<file path="config.mk">
export PLATFORM = sky130hd
export DESIGN_NAME = memory
export DESIGN_NICKNAME = d
export VERILOG_FILES = /design/src/rtl/memory.sv
export SDC_FILE = /design/constraint.sdc
export NUM_CORES = 1
export LEC_CHECK = 0
export CORE_UTILIZATION = 35
export CTS_CLUSTER_DIAMETER = 120
export CTS_CLUSTER_SIZE = 40
export DETAILED_ROUTE_END_ITERATION = 6
export PLACE_DENSITY = 0.61
export SYNTH_ARGS = -nofsm -noshare
export SYNTH_HDL_FRONTEND = slang
export SYNTH_SLANG_ARGS = --single-unit
</file>
<file path="constraint.sdc">
create_clock -name clk -period 5.4 [get_ports clk]
set_input_delay 1.35 -clock clk [delete_from_list [all_inputs] [get_ports clk]]
set_output_delay 1.35 -clock clk [all_outputs]
set_load 0.02 [all_outputs]
</file>
<file path="src/rtl/memory.sv">
// memory: single-port synchronous RAM with separate write and read enables.
// Depth is 2**width words of data_width bits. The whole array is cleared by a
// synchronous reset so no unknown values can ever be read back.
//
// Read handshake: a read is accepted on any rising edge where reset=0 and
// read_enb=1. On the following cycle data_out carries the word and read_valid
// is high for exactly that one cycle. There is no back-pressure. When no read
// is accepted, read_valid drops to 0 and data_out keeps its last value.
module memory #(
   parameter int width      = 4,
   parameter int data_width = 8
) (
   input  logic                  clk,
   input  logic                  reset,
   input  logic                  write_enb,
   input  logic                  read_enb,
   input  logic [width-1:0]      address,
   input  logic [data_width-1:0] data_in,
   output logic [data_width-1:0] data_out,
   output logic                  read_valid
);

   localparam int depth = 1 << width;

   logic [data_width-1:0] mem [depth];

   // Storage array: cleared on reset, otherwise written when write_enb is high.
   always_ff @(posedge clk) begin
      if (reset) begin
         for (int i = 0; i < depth; i++) begin
            mem[i] <= '0;
         end
      end else if (write_enb) begin
         mem[address] <= data_in;
      end
   end

   // Read port. Reads and writes share one address, so a read together with a
   // write always collides. The write wins, and the new data is forwarded.
   always_ff @(posedge clk) begin
      if (reset) begin
         data_out   <= '0;
         read_valid <= 1'b0;
      end else begin
         read_valid <= read_enb;
         if (read_enb) begin
            data_out <= write_enb ? data_in : mem[address];
         end
      end
   end

endmodule

</file>
==> results by group <==
Yosys
  – Fraction of registers with async set/reset: 0%
  – Cell taking the most area after synthesis: edfxtp_1
  – Syn Std Cell Area: 6360 um2
  – Ys flop type: edfxtp_1
  – Post-synth top area share: 60.4%
  – Syn. warnings: 0
  – Syn Inst Count: 447
  – Post-synth EDFFs: 128
  – Synth area leaders: edfxtp_1 (60%), and2_1 (13%), mux4_2 (6.7%)
  – Synth cell types: 33
  – Sequential element share of the synthesized area: 63.2%
  – Synth Register Bits: 137
  – Post-synthesis average cell area: 14.2 um2
  – Syn nets: 463

Route
  – Antenna Nets Post-Route: 0
  – TritonRoute pass-1 iters: 5
  – Total via count in the routed design: 3809
  – DR WL/cell: 21.9 um
  – Wirelength, routed: 15400 um
  – Initial DRC count: 436
  – Vias/cell: 5.41
  – DRC violations left: 0

Finish
  – # diodes: 0
  – Non-filler cells, final: 704
  – Fillcell total: 1581
  – Layout cells sized above 1: 13.6%
  – Syn-to-layout area delta: 15.8%
  – Commonest non-fill, non-tap cell in the layout: and2_1
  – Highest-count cells in the layout ignoring fill and taps: and2_1 (129), edfxtp_1 (128), nor2_1 (23), mux2i_1 (23), clkdlybuf4s50_1 (22)
  – Layout Nets: 483

Die
  – Total core area: 17500 um2
  – Num ports: 25
  – Die ar.: 18700 um2
  – Die H: 137 um
  – # rows: 48
  – Initial Util: 36.3%
  – Die width: 137 um

Clocking
  – Postcts setup bufs: 0
  – CTS tree: done
  – Post-CTS Hold Fix Bufs: 0
  – CTS clk-pin slew, worst paths: 50 ps
  – Clock buffer count from CTS: 17
  – Clock sink count: 137
  – CTS max path bufs: 2
  – Post_cts resized: 0
  – CTS root buf: clkbuf_16
  – Htree depth: 4
  – Worst-Skew Late Latency: 420 ps

Worst setup path
  – Slowest stage delay, CP: 1010 ps
  – Max Fanout on Critical Path: 14
  – Worst Path Buf+Inv: 1
  – CP endpoint kind: flip-flop
  – CP Data Required Time: 5490 ps
  – CP max-delay cell: clkdlybuf4s50_1
  – Worst path cell trace: clkdlybuf4s50_1 -> nand4bb_1 -> nor3_1 -> or2_1
  – Worst path arrival time: 3840 ps
  – CP delay by family, top: simple AND/OR/NAND/NOR gates
  – Critical path class: primary input to flip-flop
  – Setup crit start kind: primary input

Placed design
  – Detailed Place HPWL: 10300 um
  – Buffers on Ports: 24
  – GP Congestion: 0.808
  – DP Cell Count: 673
  – Worst slack, placed: 1240 ps

STA
  – Rel. slew slack: 35.4%
  – Fin Setup TNS: 0 ps
  – Final worst clock skew: 6.35 ps
  – Min Hold Slack: 598 ps
  – Min Clock Period, post-route: 3750 ps
  – Worst-Margin Slew: 966 ps
  – Fmax: 0.267 GHz
  – Final Setup Violations: 0
  – Final WS setup: 1650 ps
  – RSZ-0062 raised after global routing: false
  – Final hold vios: 0
  – Fin. max-slew vios: 0
  – Final Cycle Share: 69.5%

Pwr
  – Pwr dens: 358 nW/um2
  – Total Power: 2640 uW
  – LEAKAGE: 0.00257 uW
  – Peak VDD IR: 0.259 mV

Global route
  – Largest net degree at the start of global routing: 37
  – Grt ovf: 0
  – Overall routing resource usage: 17.8%
  – Vias in the first global route: 3752
  – First-pass GRT wire length: 23100 um
  – Initial antenna violation count: 0

Flow run
  – Total of max-cap violations: 0

Hold path
  – Hold Crit Class: flip-flop to flip-flop

Outcome
  – Status: finished clean
==> worst paths after layout <==
kind / from / end / slack [ps] / cells after the start
setup reg to reg: mem[1][3] / data_out[3] / 3600 / 3
setup / recovery: address[0] / mem[1][0] / 1650 / 4
hold / removal: data_out[3] / data_out[3] / 600 / 2
hold reg to reg: data_out[3] / data_out[3] / 600 / 2
==> power breakdown <==
group / switching (uW) / internal, uW / leakage (uW)
Combinational: 121 / 79.4 / 0.000987
Sequential: 27.5 / 1220 / 0.00130
Clock: 423 / 765 / 0.000288
==> flip-flops by register name (all words and copies together), names as in the netlist <==
signal      count
mem           128
data_out        8
read_valid      1
==> synthesized netlist by cell type (all sizes together) (2+ instances only) <==
library cell  number
dfxtp              9
nor3               5
mux4              19
buf               13
and2             129
edfxtp           128
or2               16
o311a              3
mux2               6
o21ai              5
a211oi             8
a2111oi            5
o22ai              8
mux2i             23
a221oi             8
nand2              9
a21o               5
clkbuf            14
nand2b             3
nor2b              2
nor2              23
==> kinds of logic (layout without fill, tap and decap cells) <==
family / count (synthesis) / count (layout) / synth area share (%)
flip-flops: 137 / 137 / 63.2
AND/OR/NAND/NOR: 192 / 192 / 17.9
multiplexers: 48 / 48 / 11.4
AO/OA/AOI/OAI: 42 / 42 / 5.17
buffers and inverters: 28 / 60 / 2.32
==> worst min-delay path, cell delays in order (launching register included) <==
cell and delay [ps]:
dfxtp_1 330, o22ai_1 150, a211oi_1 70
==> per-layer routing <==
layer  GRT usage (%)  wire length, um  vias up
met1            23.9             6840     1904
met3            4.11             1120       33
li1                -                -     1697
met2            27.4             6970      175
met4            8.36              478        0
met5               0                0        -
==> through the flow <==
stage / area (um2) / util [%]
6_report: 7370 / 42.0
3_3_place_gp: 6760 / 38.6
4_1_cts: 7370 / 42.0
3_5_place_dp: 6760 / 38.6
2_1_floorplan: 6360 / -
5_1_grt: 7370 / 42.0
==> final cells by class <==
| class | instances | area (um2) | share of cell area [%] |
|---|---|---|---|
| clock buffer | 18 | 429 | 5.82 |
| clock inverter | 13 | 179 | 2.43 |
| inverter | 1 | 3.75 | 0.0509 |
| multi-input combinational | 282 | 2190 | 29.8 |
| sequential | 137 | 4020 | 54.6 |
| tap | 225 | 282 | 3.82 |
| timing repair buffer | 28 | 260 | 3.53 |
Power figures use the tool's default switching activity.
